## src/rtl/timer_display_scanner.sv

```systemverilog
// timer_display_scanner: multiplexes the centre timer's six BCD digits onto a
// 6-digit common-anode 7-segment display. Digits and flags are snapshotted once
// per frame, each slot begins with anti-ghost dead time, the minute tens digit
// is blanked when zero, both minute digits are blanked in the final minute, and
// the whole display blinks during the final-seconds warning.
module timer_display_scanner #(
  parameter int unsigned SCAN_DIV     = 50000,
  parameter int unsigned DEAD_CYCLES  = 500,
  parameter int unsigned BLINK_FRAMES = 83,
  parameter int unsigned CNT_W        = 16
) (
  input  logic       clk,
  input  logic       rst,
  input  logic [3:0] min_tens,
  input  logic [3:0] min_ones,
  input  logic [3:0] sec_tens,
  input  logic [3:0] sec_ones,
  input  logic [3:0] cs_tens,
  input  logic [3:0] cs_ones,
  input  logic       one_min_left,
  input  logic       ten_sec_left,
  input  logic       time_out,
  output logic [5:0] an,
  output logic [7:0] seg
);

  localparam int unsigned NUM_DIGITS = 6;
  localparam int unsigned IDX_W      = 3;
  localparam int unsigned FRAME_W    = (BLINK_FRAMES > 1) ? $clog2(BLINK_FRAMES) : 1;

  localparam logic [CNT_W-1:0]   CNT_LAST   = CNT_W'(SCAN_DIV - 1);
  localparam logic [CNT_W-1:0]   CNT_DEAD   = CNT_W'(DEAD_CYCLES);
  localparam logic [IDX_W-1:0]   IDX_LAST   = IDX_W'(NUM_DIGITS - 1);
  localparam logic [FRAME_W-1:0] FRAME_LAST = FRAME_W'(BLINK_FRAMES - 1);

  // Slot positions of the digits that carry special display rules
  localparam logic [IDX_W-1:0] IDX_MIN_TENS = IDX_W'(5);
  localparam logic [IDX_W-1:0] IDX_MIN_ONES = IDX_W'(4);
  localparam logic [IDX_W-1:0] IDX_SEC_ONES = IDX_W'(2);

  // Scan and snapshot state
  logic [CNT_W-1:0]           presc;
  logic [IDX_W-1:0]           idx;
  logic [NUM_DIGITS-1:0][3:0] snap_digits;
  logic                       snap_one_min;
  logic                       snap_ten_sec;
  logic                       snap_time_out;
  logic [FRAME_W-1:0]         frame_cnt;
  logic                       blink_on;

  // Next-state values
  logic [CNT_W-1:0]           presc_nxt;
  logic [IDX_W-1:0]           idx_nxt;
  logic [NUM_DIGITS-1:0][3:0] snap_digits_nxt;
  logic                       snap_one_min_nxt;
  logic                       snap_ten_sec_nxt;
  logic                       snap_time_out_nxt;
  logic [FRAME_W-1:0]         frame_cnt_nxt;
  logic                       blink_on_nxt;

  // Decoded control terms
  logic                       slot_end;
  logic                       frame_end;
  logic                       blink_en;
  logic [NUM_DIGITS-1:0][3:0] live_digits;

  // Combinational display values, registered into an/seg
  logic [5:0] an_c;
  logic [7:0] seg_c;
  logic [3:0] digit_c;
  logic       blank_c;
  logic       dp_c;

  assign live_digits = {min_tens, min_ones, sec_tens, sec_ones, cs_tens, cs_ones};
  assign slot_end    = (presc == CNT_LAST);
  assign frame_end   = slot_end && (idx == IDX_LAST);
  assign blink_en    = snap_ten_sec && !snap_time_out;

  // BCD to active-low a..g; anything outside 0-9 renders as a dash
  function automatic logic [6:0] bcd_to_seg(input logic [3:0] val);
    logic [6:0] s;
    case (val)
      4'd0:    s = 7'b1000000;
      4'd1:    s = 7'b1111001;
      4'd2:    s = 7'b0100100;
      4'd3:    s = 7'b0110000;
      4'd4:    s = 7'b0011001;
      4'd5:    s = 7'b0010010;
      4'd6:    s = 7'b0000010;
      4'd7:    s = 7'b1111000;
      4'd8:    s = 7'b0000000;
      4'd9:    s = 7'b0010000;
      default: s = 7'b0111111;
    endcase
    return s;
  endfunction

  // State register: prescaler, digit index, snapshot and blink phase
  always_ff @(posedge clk) begin
    if (rst) begin
      presc         <= '0;
      idx           <= '0;
      snap_digits   <= '0;
      snap_one_min  <= 1'b0;
      snap_ten_sec  <= 1'b0;
      snap_time_out <= 1'b0;
      frame_cnt     <= '0;
      blink_on      <= 1'b1;
    end else begin
      presc         <= presc_nxt;
      idx           <= idx_nxt;
      snap_digits   <= snap_digits_nxt;
      snap_one_min  <= snap_one_min_nxt;
      snap_ten_sec  <= snap_ten_sec_nxt;
      snap_time_out <= snap_time_out_nxt;
      frame_cnt     <= frame_cnt_nxt;
      blink_on      <= blink_on_nxt;
    end
  end

  // Next-state logic: slot timing, frame-end snapshot and blink phase update
  always_comb begin
    presc_nxt         = presc + CNT_W'(1);
    idx_nxt           = idx;
    snap_digits_nxt   = snap_digits;
    snap_one_min_nxt  = snap_one_min;
    snap_ten_sec_nxt  = snap_ten_sec;
    snap_time_out_nxt = snap_time_out;
    frame_cnt_nxt     = frame_cnt;
    blink_on_nxt      = blink_on;

    if (slot_end) begin
      presc_nxt = '0;
      idx_nxt   = (idx == IDX_LAST) ? '0 : idx + IDX_W'(1);
    end

    if (frame_end) begin
      snap_digits_nxt   = live_digits;
      snap_one_min_nxt  = one_min_left;
      snap_ten_sec_nxt  = ten_sec_left;
      snap_time_out_nxt = time_out;
    end

    // Blink phase uses the flags of the frame just finished; new flags apply next frame
    if (!blink_en) begin
      frame_cnt_nxt = '0;
      blink_on_nxt  = 1'b1;
    end else if (frame_end) begin
      if (frame_cnt == FRAME_LAST) begin
        frame_cnt_nxt = '0;
        blink_on_nxt  = !blink_on;
      end else begin
        frame_cnt_nxt = frame_cnt + FRAME_W'(1);
      end
    end
  end

  // Output logic: select the current digit, apply blanking, dead time and decode
  always_comb begin
    an_c    = '1;
    seg_c   = '1;
    digit_c = '0;
    blank_c = 1'b0;
    dp_c    = 1'b0;

    case (idx)
      IDX_W'(0): digit_c = snap_digits[0];
      IDX_W'(1): digit_c = snap_digits[1];
      IDX_W'(2): digit_c = snap_digits[2];
      IDX_W'(3): digit_c = snap_digits[3];
      IDX_W'(4): digit_c = snap_digits[4];
      IDX_W'(5): digit_c = snap_digits[5];
      default:   blank_c = 1'b1;
    endcase

    if (idx == IDX_MIN_TENS && (snap_digits[5] == 4'd0 || snap_one_min)) begin
      blank_c = 1'b1;
    end
    if (idx == IDX_MIN_ONES && snap_one_min) begin
      blank_c = 1'b1;
    end
    if (blink_en && !blink_on) begin
      blank_c = 1'b1;
    end

    dp_c = (idx == IDX_MIN_ONES) || (idx == IDX_SEC_ONES);

    if (presc >= CNT_DEAD && !blank_c) begin
      an_c  = ~(6'd1 << idx);
      seg_c = {!dp_c, bcd_to_seg(digit_c)};
    end
  end

  // Output register: one cycle behind the scan state, dark in reset
  always_ff @(posedge clk) begin
    if (rst) begin
      an  <= '1;
      seg <= '1;
    end else begin
      an  <= an_c;
      seg <= seg_c;
    end
  end

endmodule

```

## config.mk

```make
export PLATFORM = sky130hd
export DESIGN_NAME = timer_display_scanner
export DESIGN_NICKNAME = d
export VERILOG_FILES = /design/src/rtl/timer_display_scanner.sv
export SDC_FILE = /design/constraint.sdc
export NUM_CORES = 1
export LEC_CHECK = 0
export CAP_MARGIN = 40
export CORE_ASPECT_RATIO = 1.2
export CORE_UTILIZATION = 43
export CTS_CLUSTER_SIZE = 10
export DETAILED_ROUTE_END_ITERATION = 7
export GPL_TIMING_DRIVEN = 0
export PLACE_DENSITY = 0.76
export SLEW_MARGIN = 5
export SYNTH_ARGS = -nofsm -noshare
export SYNTH_HDL_FRONTEND = slang
export SYNTH_SLANG_ARGS = --single-unit
export TNS_END_PERCENT = 100
```

## constraint.sdc

```tcl
create_clock -name clk -period 3.15 [get_ports clk]
set_clock_uncertainty 0.2 [all_clocks]
set_input_delay 0.63 -clock clk [delete_from_list [all_inputs] [get_ports clk]]
set_output_delay 0.63 -clock clk [all_outputs]
set_load 0.03 [all_outputs]
```

==> metrics.yaml, run 1 <==
timing:
  worst_hold_slack_ns: 0.246
  relSlewSlack: 0.495
  worstMarginPinSlew_ns: 0.751
  finalCriticalPeriod_ns: 2.91
  setup_ws_ns: 0.236
  timing.fmax_mhz: 343
  setup_viol_count_final: 0
  hold_violations: 0
  fin_crit_sh: 0.925
  rsz0062_at_grt: "false"
  drv_slew: 0
  fin_tns_setup_ns: 0
critical_path:
  cp-end-kind: "flip-flop"
  r2r_end: "seg[1]"
  rr_startpoint: "idx[1]"
  critPathMaxFanout: 10
  worstPathArrival_ns: 2.96
  rrSetupSlack_ns: 0.24
  ff2ff_path_depth: 10
  crit_path_start_kind: "flip-flop"
  cp.required_ns: 3.19
  path_class: "flip-flop to flip-flop"
finish:
  n_fill_cell: 656
  regArea_mm2: 0.00136
  layout-drive-gt1-share: 0.0973
  fin_cells: 498
  syn_to_final_growth_pct: 23.5
  multiInputGateArea_mm2: 0.00155
  nNetsFinal: 445
  diodes: 0
clock_network:
  h-tree-depth: 3
  cts_buffers: 9
  cts.path.max_buffers: 2
  cts_setup_buffers: 0
  clockRootBuffer: "clkbuf_8"
  path_clk_slew_ns: 0.07
  cts_tree: "built"
  cts_sinks: 68
  clock_latency_ns: 0.35
logic_synthesis:
  ys_warn_count: 0
  synthArstFlopShare: 0
  yosysUniqueCellTypes: 47
  yosysTopAreaCell: "dfxtp_1"
  synth_edf_count: 0
  avgSynthCellArea_um2: 8.59
  synth-seq-area-share: 0.448
  synth.top_cell.area_share: 0.448
  ys_top_cells_by_area: "dfxtp_1, nand2_1, a21oi_1"
  synth.most_common_cell: "nand2_1"
  synth-main-ff-cell: "dfxtp_1"
  ys_ff_latch: 68
  syn_nets: 393
  netlist_area_mm2: 0.00304
  syn_inst: 354
  ys_top_cells_by_count: "nand2_1, dfxtp_1, a21oi_1"
drt:
  ant_nets: 0
  drc: 0
  first_pass_iters: 4
  wirelength_um: 6460
  drt-initial-drc-count: 90
  wl_per_cell_um: 13.0
  num_vias: 2583
  viasPerCell: 5.19
floorplan:
  initial_core_util: 0.443
  num_io_pins: 43
  die-area_mm2: 0.00741
  fp.dieW_um: 78.7
  core.rowCount: 33
  core_mm2: 0.00685
  dieHeight_um: 94.1
global_routing:
  track_usage: 0.196
  antenna_found_initial: 0
  grt_pass1_vias: 2540
  grt_max_degree: 12
  grt_overflow: 0
  grt_pass1_wl_um: 11100
hold_path:
  worstHoldPathType: "flip-flop to flip-flop"
  holdPathEnd: "snap_digits[15]"
  min_from: "snap_digits[15]"
  whs_path_depth: 2
placed_design:
  preCtsSetupSlack_ns: 0.178
  dp_cells: 482
  gp_congestion: 0.833
  numPortBuffers: 41
  hpwl_um: 4820
power:
  power_leakage_nw: 1.30
  powerDensity_mw_per_mm2: 424
  ir_drop_uv: 272
status:
  outcome: "finished, final reports clean"
flow_run:
  drv_cap: 0
[worst max-delay path by stage]
stage / depth (start not counted) / from / slack [ns] / endpoint
global placement: 10 / idx[1] / 0.25 / seg[1]
finish: 10 / idx[1] / 0.24 / seg[1]
detailed placement: 10 / idx[1] / 0.18 / seg[1]
CTS: 10 / idx[1] / 0.15 / seg[1]
floorplan: 10 / idx[2] / 0.61 / seg[1]
global route: 10 / idx[1] / 0.06 / seg[1]
[worst max-delay path, stage by stage, from the launching register on]
cell	delay, ns
dfxtp_1	0.31
clkbuf_1	0.23
inv_1	0.28
nor2_1	0.07
ha_1	0.25
a22o_1	0.29
a211oi_4	0.43
inv_1	0.15
ha_1	0.35
nand2_1	0.05
a21bo_2	0.20
[where the power goes]
group / internal, W / total, W / switching (W)
registers: 0.000862 / 0.000866 / 0.00000356
clock network: 0.000349 / 0.000673 / 0.000324
logic: 0.0000348 / 0.0000535 / 0.0000187
total: 0.00125 / 0.00159 / 0.000346
[sequential cells by signal (all words and copies together) (netlist names)]
register       flops
snap_time_out      1
snap_one_min       1
snap_ten_sec       1
frame_cnt          7
an                 6
presc             16
blink_on           1
seg                8
idx                3
snap_digits       24
[placed cells by master, fill, tap and decap left out, drive strengths merged, types with 10 or more instances in the layout]
| cell type | instances |
|---|---|
| o21ai | 11 |
| clkbuf | 21 |
| dfxtp | 68 |
| ha | 10 |
| a21oi | 38 |
| inv | 12 |
| nand3 | 12 |
| clkdlybuf4s50 | 41 |
| nand2 | 69 |
| nor2 | 31 |
| buf | 10 |
[logic make-up after synthesis]
logic type                 share of synthesized area
and+or+nand+nor                                0.255
xor gates and xnor gates                      0.0490
DFF                                            0.448
muxes                                         0.0284
buffers and inverters                         0.0453
adders and majority gates                     0.0412
AOI/OAI and AO/OA                              0.133
[repair_timing]
| item | 4_1_cts | 5_1_grt |
|---|---|---|
| endpoints found under the setup margin | 0 | 2 |
| gates resized for setup | 0 | 1 |
| hold buffers | 0 | 0 |
[stage by stage]
stage	power (W)	area [µm²]	util
floorplan	0.000901	3040	-
global placement	0.000939	3560	0.519
detailed placement	0.000940	3560	0.519
CTS	0.00161	3750	0.547
global route	0.00164	3750	0.548
finish	0.00159	3750	0.548
[cell type report]
class,count,area share
plain buffers,18,0.0247
clock buffers,13,0.0450
clock inverters,3,0.00533
inverters,12,0.0120
multi-input cells,256,0.412
flip-flops and latches,68,0.363
well taps,87,0.0290
repair buffers,41,0.109
[metal layers]
metal | GRT usage | share of wire | up-vias | wire length (µm)
li1 | - | - | 1314 | -
met1 | 0.207 | 0.41 | 1205 | 2660
met2 | 0.356 | 0.52 | 50 | 3340
met3 | 0.0573 | 0.042 | 14 | 273
met4 | 0.0880 | 0.028 | 0 | 184
met5 | 0 | 0 | - | 0
Power figures use the tool's default switching activity.
==> inputs of run 2 (changes only) <==
--- a/config.mk
+++ b/config.mk
@@ -7,11 +7,11 @@
 export LEC_CHECK = 0
 export CAP_MARGIN = 40
 export CORE_ASPECT_RATIO = 1.2
-export CORE_UTILIZATION = 43
+export CORE_UTILIZATION = 23
 export CTS_CLUSTER_SIZE = 10
 export DETAILED_ROUTE_END_ITERATION = 7
 export GPL_TIMING_DRIVEN = 0
-export PLACE_DENSITY = 0.76
+export PLACE_DENSITY = 0.51
 export SLEW_MARGIN = 5
 export SYNTH_ARGS = -nofsm -noshare
 export SYNTH_HDL_FRONTEND = slang
==> metrics.yaml, run 2 (synthesis results as in run 1) <==
status:
  outcome: "finished, final reports clean"
timing:
  timing.fmax_mhz: 347  # +1.1%
  fin_tns_setup_ns: 0  # unchanged
  drv_slew: 0  # unchanged
  setup_viol_count_final: 0  # unchanged
  fin_crit_sh: 0.915  # -0.0100
  worstMarginPinSlew_ns: 0.889  # +0.138 ns
  hold_violations: 0  # unchanged
  rsz0062_at_grt: "false"
  relSlewSlack: 0.402  # -0.0926
  finalCriticalPeriod_ns: 2.88  # -0.0315 ns
clock_network:
  cts.path.max_buffers: 2  # unchanged
  clockRootBuffer: "clkbuf_16"
  h-tree-depth: 3  # unchanged
  cts_tree: "built"
  cts_sinks: 68  # unchanged
  cts_setup_buffers: 0  # unchanged
  clock_latency_ns: 0.33  # -0.02 ns
  path_clk_slew_ns: 0.05  # -0.02 ns
  cts_buffers: 9  # unchanged
  cts-resized-gates: 0  # unchanged
  cts_hold_buf: 0  # unchanged
finish:
  utilization: 0.306  # -0.242
  top_register: "snap_digits"
  largest_register_ffs: 24  # unchanged
  final_common_cell: "nand2_1"
  biggestRegsByFlops: "snap_digits: 24 flops, presc: 16 flops, seg: 8 flops"
  nNetsFinal: 445  # unchanged
  syn_to_final_growth_pct: 28.6
  diodes: 0  # unchanged
  n_fill_cell: 1376  # +110%
  layout-drive-gt1-share: 0.0860  # -0.0113
  layout_common_cells: "nand2_1, dfxtp_1, clkdlybuf4s50_1"
critical_path:
  cp-startpoint: "idx[1]"
  critPathMaxFanout: 10  # unchanged
  cp.required_ns: 3.17  # -0.02 ns
  crit_path_start_kind: "flip-flop"
  cp-end-kind: "flip-flop"
  rr_startpoint: "idx[1]"
  path_class: "flip-flop to flip-flop"
  worstPathArrival_ns: 2.91  # -0.05 ns
  rrSetupSlack_ns: 0.27  # +0.03 ns
flow_run:
  drv_cap: 0  # unchanged
drt:
  wl_per_cell_um: 12.3  # -5.4%
  drc: 0  # unchanged
  drt-initial-drc-count: 91  # +1.1%
  wirelength_um: 7010  # +8.5%
  ant_nets: 0  # unchanged
  viasPerCell: 4.36  # -16%
  first_pass_iters: 4  # unchanged
  num_vias: 2488  # -3.7%
power:
  ir_drop_uv: 246  # -9.7%
  powerDensity_mw_per_mm2: 457  # +7.8%
  power_leakage_nw: 1.33  # +2.2%
  total_power_w: 0.00179  # +12%
floorplan:
  core.rowCount: 45  # +36%
  num_io_pins: 43  # unchanged
  fp.dieW_um: 107  # +36%
  die-area_mm2: 0.0137  # +85%
  dieHeight_um: 128  # +36%
  initial_core_util: 0.238  # -0.206
  core_mm2: 0.0128  # +86%
global_routing:
  grt_pass1_vias: 2480  # -2.4%
  antenna_found_initial: 0  # unchanged
  grt_max_degree: 11  # -1
  grt_pass1_wl_um: 11600  # +4.4%
  grt_overflow: 0  # unchanged
  track_usage: 0.109  # -0.0868
placed_design:
  gp_congestion: 0.784  # -5.9%
  numPortBuffers: 41  # unchanged
  hpwl_um: 5340  # +11%
hold_path:
  min_from: "snap_digits[4]"
  worstHoldPathType: "flip-flop to flip-flop"
==> run 2: cell types whose count changed in the layout (fill, tap and decap cells not counted) <==
cell        delta
clkinvlp_4     -2
clkbuf_1       +1
clkbuf_8      -11
clkinv_2       -1
clkbuf_16      +9
==> run 2: worst max-delay path, stage by stage (launching register included) <==
cell      delay, ns
dfxtp_1        0.30
clkbuf_1       0.23
inv_1          0.28
nor2_1         0.07
ha_1           0.26
a22o_1         0.29
a211oi_4       0.42
inv_1          0.13
ha_1           0.33
nand2_1        0.05
a21bo_2        0.20
==> run 2: stage by stage <==
stage	setup WS [ns]	instances	hold WS (ns)	cell area, µm²
final	0.268	571	0.249	3910
after global routing	0.0683	571	0.265	3910
after CTS	0.105	571	0.251	3900
after detailed placement	0.115	559	0.242	3650
after global placement	0.144	559	0.236	3650
after floorplan	0.614	354	0.227	3040
==> run 2: layer usage <==
layer / up-vias / track usage / wire [µm]
met4: 0 / 0.0459 / 116
met5: - / 0 / 0
met1: 1127 / 0.116 / 3010
li1: 1308 / - / -
met2: 41 / 0.200 / 3580
met3: 12 / 0.0325 / 304
==> run 2: final timing paths <==
kind | to | depth (start not counted)
max | seg[1] | 10
min | snap_digits[4] | 2
max reg2reg | seg[1] | 10
min reg2reg | snap_digits[4] | 2
==> run 2: layout make-up <==
type                       count  area, µm²  share of cell area
tap                          164        205              0.0525
clock buffer                  12        246              0.0631
timing repair buffer          41        410               0.105
buffer                        18       92.6              0.0237
inverter                      12       45.0              0.0115
multi-input combinational    256       1550               0.396
sequential                    68       1360               0.348
==> run 2: power breakdown <==
part           switching [W]  total (W)  internal (W)
Sequential        0.00000353   0.000868      0.000865
Clock               0.000329   0.000864      0.000536
Combinational      0.0000195  0.0000544     0.0000349
Total               0.000352    0.00179       0.00144
